File: src/rtl/instr_fetch_unit_pkg.sv
// instr_fetch_unit_pkg: shared defaults and FSM state encoding for the instruction fetch unit
package instr_fetch_unit_pkg;
    localparam int          IFU_DEPTH    = 4;
    localparam logic [31:0] IFU_RESET_PC = 32'h0000_0000;
    typedef enum logic {
        RUN  = 1'b0,
        DROP = 1'b1
    } ifu_state_e;
endpackage

File: src/rtl/instr_fetch_unit_fifo.sv
// fetch_fifo: DEPTH-entry prefetch queue; the head is read straight from the storage registers
module fetch_fifo #(
    parameter int WIDTH = 64,
    parameter int DEPTH = 4
) (
    input  logic                   clk,
    input  logic                   rst,
    input  logic                   push_i,
    input  logic [WIDTH-1:0]       data_i,
    input  logic                   pop_i,
    input  logic                   flush_i,
    output logic [$clog2(DEPTH):0] count_o,
    output logic                   valid_o,
    output logic [WIDTH-1:0]       head_o
);
    localparam int AW = $clog2(DEPTH);
    logic [WIDTH-1:0] mem_q [DEPTH];
    logic [AW-1:0]    wr_q, wr_d, rd_q, rd_d;
    logic [AW:0]      cnt_q, cnt_d;
    logic             do_push, do_pop;
    always_comb begin
        do_push = push_i && !flush_i && (cnt_q < (AW+1)'(DEPTH));
        do_pop  = pop_i && (cnt_q != '0);
        wr_d    = flush_i ? '0 : wr_q + AW'(do_push);
        rd_d    = flush_i ? '0 : rd_q + AW'(do_pop);
        cnt_d   = flush_i ? '0 : cnt_q + (AW+1)'(do_push) - (AW+1)'(do_pop);
    end
    always_ff @(posedge clk) begin
        if (rst) begin
            wr_q  <= '0;
            rd_q  <= '0;
            cnt_q <= '0;
            for (int i = 0; i < DEPTH; i++) mem_q[i] <= '0;
        end else begin
            wr_q  <= wr_d;
            rd_q  <= rd_d;
            cnt_q <= cnt_d;
            if (do_push) mem_q[wr_q] <= data_i;
        end
    end
    assign count_o = cnt_q;
    assign valid_o = cnt_q != '0;
    assign head_o  = mem_q[rd_q];
endmodule

File: src/rtl/instr_fetch_unit.sv
// instr_fetch_unit: single-outstanding instruction prefetcher with redirect flush and stale-response drop
module instr_fetch_unit
    import instr_fetch_unit_pkg::*;
#(
    parameter int           n        = 32,
    parameter int           DEPTH    = IFU_DEPTH,
    parameter logic [n-1:0] RESET_PC = n'(IFU_RESET_PC)
) (
    input  logic                   clk,
    input  logic                   rst_n,
    output logic                   imem_req,
    output logic [n-1:0]           imem_addr,
    input  logic                   imem_gnt,
    input  logic                   imem_rvalid,
    input  logic [n-1:0]           imem_rdata,
    input  logic                   redirect,
    input  logic [n-1:0]           redirect_pc,
    output logic                   instr_valid,
    output logic [n-1:0]           instr_out,
    output logic [n-1:0]           instr_pc,
    input  logic                   instr_ready,
    output logic [$clog2(DEPTH):0] buf_count
);
    localparam logic [n-1:0] ALIGN = ~n'(3);
    ifu_state_e     state_q, state_d;
    logic [n-1:0]   pc_q, pc_d, req_pc_q, req_pc_d;
    logic           out_q, out_d;
    logic           room, fire, done, push, pop;
    logic [2*n-1:0] head;
    always_comb begin
        // in-flight response counts against free space so a push can never hit a full buffer
        room     = (int'(buf_count) + int'(out_q)) < DEPTH;
        imem_req = !rst_n && (state_q == RUN) && !redirect && (!out_q || imem_rvalid) && room;
        fire     = imem_req && imem_gnt;
        done     = out_q && imem_rvalid;
        push     = done && (state_q == RUN) && !redirect;
        pop      = instr_valid && instr_ready;
        out_d    = fire || (out_q && !done);
        pc_d     = redirect ? (redirect_pc & ALIGN) : fire ? pc_q + n'(4) : pc_q;
        req_pc_d = fire ? pc_q : req_pc_q;
        // DROP only while a stale response is still owed; a same-cycle rvalid already settled it
        state_d  = redirect ? (out_d ? DROP : RUN) : ((state_q == DROP) && done) ? RUN : state_q;
    end
    always_ff @(posedge clk) begin
        if (rst_n) begin
            state_q  <= RUN;
            pc_q     <= RESET_PC;
            req_pc_q <= '0;
            out_q    <= 1'b0;
        end else begin
            state_q  <= state_d;
            pc_q     <= pc_d;
            req_pc_q <= req_pc_d;
            out_q    <= out_d;
        end
    end
    fetch_fifo #(
        .WIDTH(2*n),
        .DEPTH(DEPTH)
    ) u_fifo (
        .clk    (clk),
        .rst    (rst_n),
        .push_i (push),
        .data_i ({req_pc_q, imem_rdata}),
        .pop_i  (pop),
        .flush_i(redirect),
        .count_o(buf_count),
        .valid_o(instr_valid),
        .head_o (head)
    );
    assign imem_addr = pc_q;
    assign instr_pc  = head[2*n-1:n];
    assign instr_out = head[n-1:0];
endmodule

File: config.mk
export PLATFORM = sky130hd
export DESIGN_NAME = instr_fetch_unit
export DESIGN_NICKNAME = d
export VERILOG_FILES = /design/src/rtl/instr_fetch_unit_pkg.sv /design/src/rtl/instr_fetch_unit_fifo.sv /design/src/rtl/instr_fetch_unit.sv
export SDC_FILE = /design/constraint.sdc
export NUM_CORES = 1
export LEC_CHECK = 0
export ABC_AREA = 1
export CAP_MARGIN = 20
export CORE_ASPECT_RATIO = 1.75
export CORE_MARGIN = 1.5
export CORE_UTILIZATION = 45
export DETAILED_ROUTE_END_ITERATION = 8
export GPL_ROUTABILITY_DRIVEN = 0
export PLACE_DENSITY = 0.66
export SYNTH_ARGS = -nofsm -noshare
export SYNTH_HDL_FRONTEND = slang
export SYNTH_SLANG_ARGS = --single-unit
File: constraint.sdc
create_clock -name clk -period 8.4 [get_ports clk]
set_clock_uncertainty 0.2 [all_clocks]
set_input_delay 1.26 -clock clk [delete_from_list [all_inputs] [get_ports clk]]
set_output_delay 1.26 -clock clk [all_outputs]
set_load 0.01 [all_outputs]
# Yosys cells after proc, flatten, opt, wreduce, memory -nomap -nowiden
# Memories as Yosys holds them, arrays and structs flattened. A register that Yosys moved wholly into a read port is not among the register bits.
# Cells that the tools add are included.
# Widths: inputs -> output; s select.
[classes]
reduce_logical = 25
add_sub_neg = 6
order_cmp = 2
n_mux = 14
bitwise_logic = 1
[op_table]
columns = ["op", "n"]
rows = [
  ["$mux 32", 2],
  ["$mux 64", 1],
  ["$reduce_or 64->1", 1],
  ["$add 32x3->32 const B", 1],
  ["$logic_and 1x1->1", 14],
  ["$mux 1", 9],
  ["$add 2x1->2", 2],
  ["$add 3x1->4", 1],
  ["$logic_not 1->1", 4],
  ["$lt 4x3->1 const B", 1],
  ["$mux 2", 2],
  ["$reduce_bool 2->1", 2],
  ["$add 3x1->3", 1],
  ["$lt 3x3->1 const B", 1],
  ["$reduce_bool 3->1", 1],
  ["$sub 3x1->3", 1],
  ["$logic_or 1x1->1", 2],
  ["$reduce_or 2->1", 1],
  ["$not 1->1", 1],
]
[word_totals]
elab_cells = 57
n_memories = 1
reg_bits = 73
ram_bits = 256
output_inout_bits = 101
[mem_list]
columns = ["memory", "words", "word_bits", "read_ports", "rd_clocked_by_memory_dff", "wr", "line_no", "text"]
rows = [
  ["u_fifo.mem_q", 4, 64, 1, 1, 4, "instr_fetch_unit_fifo.sv:17", "logic [WIDTH-1:0] mem_q [DEPTH];"],
]

# Logic depth before layout (Yosys ltp)
# Gate-level depths: netlist of the first run.
[logic_depth]
ltp_word = 10
mapped_depth = 11
depth_no_buf = 10

# Cells and area by module
# Synthesis of the first run repeated with hierarchy kept, for this count alone.
[unflattened]
hier_cells = 1588
area_unflattened_um2 = 15339.7
[modules_own_cells]
columns = ["module", "seq_area_each_um2", "instances", "cells_per_inst", "area_per_inst_um2"]
rows = [
  ["fetch_fifo", 7827.5, 1, 1088, 12107.9],
  ["instr_fetch_unit", 1241.2, 1, 500, 3231.8],
]

# Worst setup path after synthesis of the first run
# No wires, ideal clock.
[synth_path]
path_type = "input to register"
startpoint = "input redirect"
endpoint = "memory u_fifo.mem_q[3][0] (enable)"
setup_time_ns = 0.568
t_arrival_ns = 6.193
n_path_buf = 1
path_stages = 6
setup_slack_ns = 1.439
required_ns = 7.633
cell_sequence = "buf_4 nor2_1 nand3_2 inv_1 nand2_1 o21ai_0"
[synth_lines]
columns = ["item", "line_no", "text"]
rows = [
  ["from (decl)", "instr_fetch_unit.sv:16", "input logic redirect,"],
  ["to (decl)", "instr_fetch_unit_fifo.sv:17", ""],
]

==> flow_summary.ini, run 1 <==
[routing]
dr.pass1.iters = 5
vias = 10959
drcViolationCount = 0
wl_um = 35500
final_antenna_net_count = 0
initialDrtViolationCount = 599
vias_per_cell = 5.33
routedWlPerCell_um = 17.3

[placement]
place.port_buffers = 164
post-place-ws_ns = 3.99
dp_cells = 2005
place_hpwl_um = 20200

[synth]
synth_top_area_frac = 0.515
yosysTopAreaCell = edfxtp_1
ys_types = 35
yosysMostFrequentCell = nor2_1
ys_seq_area_frac = 0.610
synthTopCellsByArea = edfxtp_1 51%, dfxtp_1 9.5%, nor2_1 8.8%
yosys_warnings = 0
syn_area_sq_mm = 0.0145
syn_inst = 1528
synth-seq-cells = 317
ys.flop_type = edfxtp_1
synth-async-reset-ratio = 0
synth_edf_count = 248
avgSynthCellArea_sq_um = 9.47
synth_common_cells = 339 x nor2_1, 248 x edfxtp_1, 156 x nand2_1, 141 x o21ai_0, 135 x inv_1

[die]
rows = 86
start_util = 0.459
io-pin-count = 171
die-area_sq_mm = 0.0333
core-area_sq_mm = 0.0315
die_y_um = 240
die_w_um = 139

[clock_network]
cts.htree.levels = 1
cts.clk_slew.worst_paths_ns = 0.06
numCtsBuffers = 29
clock-sinks = 317
insertion_delay_ns = 0.55
cts-resized-gates = 0
postCtsHoldBufs = 0
cts-root-buf = clkbuf_16
postCtsSetupBuffers = 0
cts_buffer_depth = 3
cts_tree = yes

[timing]
finalCritPeriodShare = 0.586
fin_setup_tns_ns = 0
rsz0062_at_grt = false
maxSlewHeadroom = 0.301
finalWorstSetupSlack_ns = 3.48
worst_pin_slew_ns = 1.05
hold_viol = 0
finalSetupViolCount = 0
fmax_ghz = 0.203
period_needed_ns = 4.92
fin_hold_ws_ns = 0.264
slew_viol_final = 0

[global_routing]
grt_pass1_vias = 10844
grt_start_max_net_pins = 89
grt_usage = 0.211
grt_pass1_wl_um = 55600
antenna_found_initial = 0
grt-ovfl-total = 0

[worst_setup_path]
critPathRequiredTime_ns = 6.94
critical_path_class = flop to output port
cp_max_fo = 70
setup.worst_path.end_class = output port
cp.arrival_ns = 3.46
worstSetupStartpointType = flop

[final_layout]
ff_latch_area_sq_mm = 0.00883
syn_to_final_growth_pct = 19.3
fin_cells = 2058
finish.net_count = 1716
drive_gt1_frac = 0.0728
postLayoutCoreUtil = 0.548
n_antenna_cell = 0
fillers = 2848
multi_input_area_sq_mm = 0.00468

[power_and_ir_drop]
p_per_area_mw_per_mm2 = 192
p_leak_nw = 6.32
peakVddDrop_uv = 174

[min_path]
hold_path.class = flop to flop

[run]
maxCapViolations = 0

[outcome]
status = complete, no violations
## worst paths after layout
check	cells past startpoint	from	endpoint	slack [ns]
max reg2reg	4	u_fifo.wr_q[1]$_SDFF_PP0_	u_fifo.mem_q[0][17]$_SDFFCE_PN0P_	5.53
min reg2reg	2	u_fifo.wr_q[1]$_SDFF_PP0_	u_fifo.wr_q[1]$_SDFF_PP0_	0.26
min	2	u_fifo.wr_q[1]$_SDFF_PP0_	u_fifo.wr_q[1]$_SDFF_PP0_	0.26
max	5	u_fifo.rd_q[0]$_SDFF_PP0_	instr_pc[27]	3.48
## layout make-up
class	instances	share of cell area
Timing Repair Buffer	179	0.103
Clock inverter	12	0.00601
Clock buffer	41	0.0488
Multi-Input combinational cell	970	0.271
Sequential cell	317	0.512
Tap cell	396	0.0287
Inverter	143	0.0314
## kinds of logic (layout without fill, tap and decap cells)
family,after synthesis,count (layout),synth area share
flip-flops,317,317,0.610
AO/OA/AOI/OAI,287,287,0.106
other,1,4,0.000259
adder cells (fa/ha/maj),6,6,0.00571
buffers and inverters,244,375,0.0706
AND/OR/NAND/NOR,663,663,0.201
XOR/XNOR,10,10,0.00605
## stage by stage
| stage | instance area, sq um | power [mW] |
|---|---|---|
| 3_3_place_gp | 16300 | 2.03 |
| 6_report | 17300 | 3.31 |
| 3_5_place_dp | 16300 | 2.04 |
| 4_1_cts | 17300 | 3.33 |
| 2_1_floorplan | 14500 | 1.92 |
| 5_1_grt | 17300 | 3.41 |
## state kept, by name, indices dropped and copies added (netlist names)
register	count
imem_addr	30
out_q	1
req_pc_q	30
state_q	1
u_fifo.count_o	3
u_fifo.mem_q	248
u_fifo.rd_q	2
u_fifo.wr_q	2
## where the power goes
part / internal (mW) / switching (mW) / total (mW)
registers: 1.75 / 0.0302 / 1.78
logic: 0.0967 / 0.131 / 0.227
clock network: 0.733 / 0.573 / 1.31
total: 2.57 / 0.734 / 3.31
## placed cells by master, fill, tap and decap left out, types with 4 or more instances in the layout
cell             netlist  final
nor2_1               339    339
edfxtp_1             248    248
clkdlybuf4s50_1        0    164
nand2_1              156    153
o21ai_0              141    139
inv_1                135    133
nand3_1               68     68
dfxtp_1               69     67
o22ai_1               62     62
a21oi_1               58     58
nor3_1                51     51
clkbuf_16              0     30
nor3_2                20     20
o21ai_1               17     17
buf_4                  9     14
nor2_4                12     12
xor2_1                 7      7
clkinv_2               1      7
nor2_2                 6      6
clkbuf_1              60      6
inv_2                  5      5
ha_1                   5      5
clkbuf_8               0      5
o21bai_1               4      4
a21boi_0               4      4
conb_1                 1      4
## layer usage
layer	wire [um]	track usage	up-vias
li1	-	-	5362
met5	0	0	-
met3	1630	0.0249	72
met4	1270	0.0922	0
met2	18500	0.398	308
met1	14100	0.238	5217
## worst max-delay path, cell delays in order, from the launching register on
cell             delay, ns
dfxtp_4               0.47
clkinv_2              0.55
buf_4                 0.69
o21ai_0               0.17
o22ai_1               0.35
clkdlybuf4s50_1       0.62
No activity file was read; power rests on OpenSTA's default activity.
==> inputs of run 2 (changes only) <==
==> constraint.sdc (replaced) <==
create_clock -name clk -period 4.9 [get_ports clk]
set_clock_uncertainty 0.2 [all_clocks]
set_input_delay 0.735 -clock clk [delete_from_list [all_inputs] [get_ports clk]]
set_output_delay 0.735 -clock clk [all_outputs]
set_load 0.01 [all_outputs]
==> run 2 against run 1 <==
  * Critical path depth is 1 lower
  * Critical endpoint is now instr_pc[23]
  * Register-to-register slack got worse by 3.2 ns
  * Largest cell class unchanged
  * Clock power increased by 73%
==> flow_summary.ini, run 2 (synthesized netlist as in run 1, its figures left out) <==
[power_and_ir_drop]
peakVddDrop_uv = 246
p_per_area_mw_per_mm2 = 329
p_leak_nw = 6.35

[worst_setup_path]
critPathRequiredTime_ns = 3.96
regToRegSetupSlack_ns = 2.38
reg2reg_depth = 4
critical_path_class = flop to output port
cp.arrival_ns = 3.19
worstSetupStartpointType = flop
cp_max_fo = 90
setup.worst_path.end_class = output port
rr_endpoint = u_fifo.mem_q[0][28]$_SDFFCE_PN0P_
slowest_stage = buf_4
critPathMaxStageDelay_ns = 0.78
path_cells = buf_4 > o21ai_0 > o22ai_1 > clkdlybuf4s50_1
timing.rr.start = u_fifo.wr_q[1]$_SDFF_PP0_

[final_layout]
largest_reg_flops = 248
syn_to_final_growth_pct = 19.8
drive_gt1_frac = 0.0744
fin_area_sq_mm = 0.0173
final_common_cell = nor2_1
finish.net_count = 1721
fin_cells = 2063
fillers = 2791
n_antenna_cell = 0
final_cell_mix = 339 x nor2_1, 248 x edfxtp_1, 164 x clkdlybuf4s50_1
top_register = u_fifo.mem_q

[die]
io-pin-count = 171
rows = 86
die_y_um = 240
core-area_sq_mm = 0.0315
die-area_sq_mm = 0.0333
start_util = 0.459
die_w_um = 139

[min_path]
hold_depth = 2
min-delay-start = u_fifo.wr_q[1]$_SDFF_PP0_
hold_end = u_fifo.wr_q[1]$_SDFF_PP0_
hold_path.class = flop to flop

[global_routing]
grt-ovfl-total = 0
antenna_found_initial = 0
grt_usage = 0.212
grt_start_max_net_pins = 91
grt_pass1_vias = 10692
grt_pass1_wl_um = 55500

[placement]
place_hpwl_um = 20600
place.port_buffers = 164
placed_area_sq_mm = 0.0164
dp_cells = 2010

[timing]
fmax_ghz = 0.243
worst_pin_slew_ns = 1.09
finalCritPeriodShare = 0.841
finalSetupViolCount = 0
maxSlewHeadroom = 0.275
rsz0062_at_grt = false
fin_setup_tns_ns = 0
hold_viol = 0
slew_viol_final = 0
period_needed_ns = 4.12

[routing]
routedWlPerCell_um = 17.3
wl_um = 35600
final_antenna_net_count = 0
initialDrtViolationCount = 734
dr.pass1.iters = 6
drcViolationCount = 0
vias_per_cell = 5.35
vias = 11040

[clock_network]
insertion_delay_ns = 0.55
cts-root-buf = clkbuf_16
cts-resized-gates = 0
numCtsBuffers = 29
cts.htree.levels = 1
postCtsSetupBuffers = 0
cts.clk_slew.worst_paths_ns = 0.07
clock-sinks = 317
cts_tree = yes
cts_buffer_depth = 3
postCtsHoldBufs = 0

[outcome]
status = complete, no violations

[run]
maxCapViolations = 0
[run 2: changes by cell type in the layout (fill, tap and decap cells not counted), sizes merged]
cell      previous run  this run
inv                141       140
buf                 15        20
bufinv               1         2
clkinv              10        12
clkinvlp             3         1
[run 2: metrics by stage]
stage / setup slack, ns / total power, mW / hold slack, ns / util
2_1_floorplan: 0.136 / 3.29 / 0.240 / -
3_3_place_gp: 1.33 / 3.49 / 0.250 / 0.519
3_5_place_dp: 1.33 / 3.50 / 0.258 / 0.519
4_1_cts: 0.729 / 5.74 / 0.268 / 0.550
5_1_grt: 0.601 / 5.88 / 0.306 / 0.550
6_report: 0.780 / 5.71 / 0.269 / 0.550
[run 2: metal layers]
layer,share of wire,up-vias,global-route usage
li1,-,5372,-
met1,0.39,5281,0.237
met2,0.53,312,0.400
met3,0.048,75,0.0265
met4,0.034,0,0.0957
met5,0,-,0
[run 2: how the worst max path moves through the flow]
stage,startpoint,to,slack [ns],cells past startpoint
after floorplan,redirect,u_fifo.mem_q[3][0]$_DFFE_PP_,0.14,6
after global placement,u_fifo.rd_q[0]$_SDFF_PP0_,instr_pc[27],1.33,4
after detailed placement,u_fifo.rd_q[0]$_SDFF_PP0_,instr_pc[27],1.33,4
after CTS,u_fifo.rd_q[0]$_SDFF_PP0_,instr_pc[27],0.73,4
after global routing,u_fifo.rd_q[0]$_SDFF_PP0_,instr_pc[27],0.60,4
final,u_fifo.rd_q[0]$_SDFF_PP0_,instr_pc[23],0.78,4
[run 2: worst max-delay path, delay by kind of cell (launching register included)]
kind / cells / cell delay (ns)
AOI/OAI and AO/OA: 2 / 0.61
DFF: 1 / 0.60
buffers and inverters: 2 / 1.40
[run 2: area by class of cell]
| class | count | area [sq um] | area share |
|---|---|---|---|
| flip-flops and latches | 317 | 8830 | 0.510 |
| multi-input cells | 970 | 4680 | 0.270 |
| repair buffers | 184 | 1820 | 0.105 |
| clock buffers | 41 | 842 | 0.0486 |
| inverters | 143 | 544 | 0.0314 |
| well taps | 396 | 495 | 0.0286 |
| clock inverters | 12 | 114 | 0.00657 |
[run 2: power by group]
group          internal [mW]  total, mW  leakage, nW  switching (mW)
clock network           1.30       2.27        0.472           0.972
registers               2.99       3.04         3.13          0.0512
logic                  0.169      0.392         2.75           0.224
total                   4.46       5.71         6.35            1.25
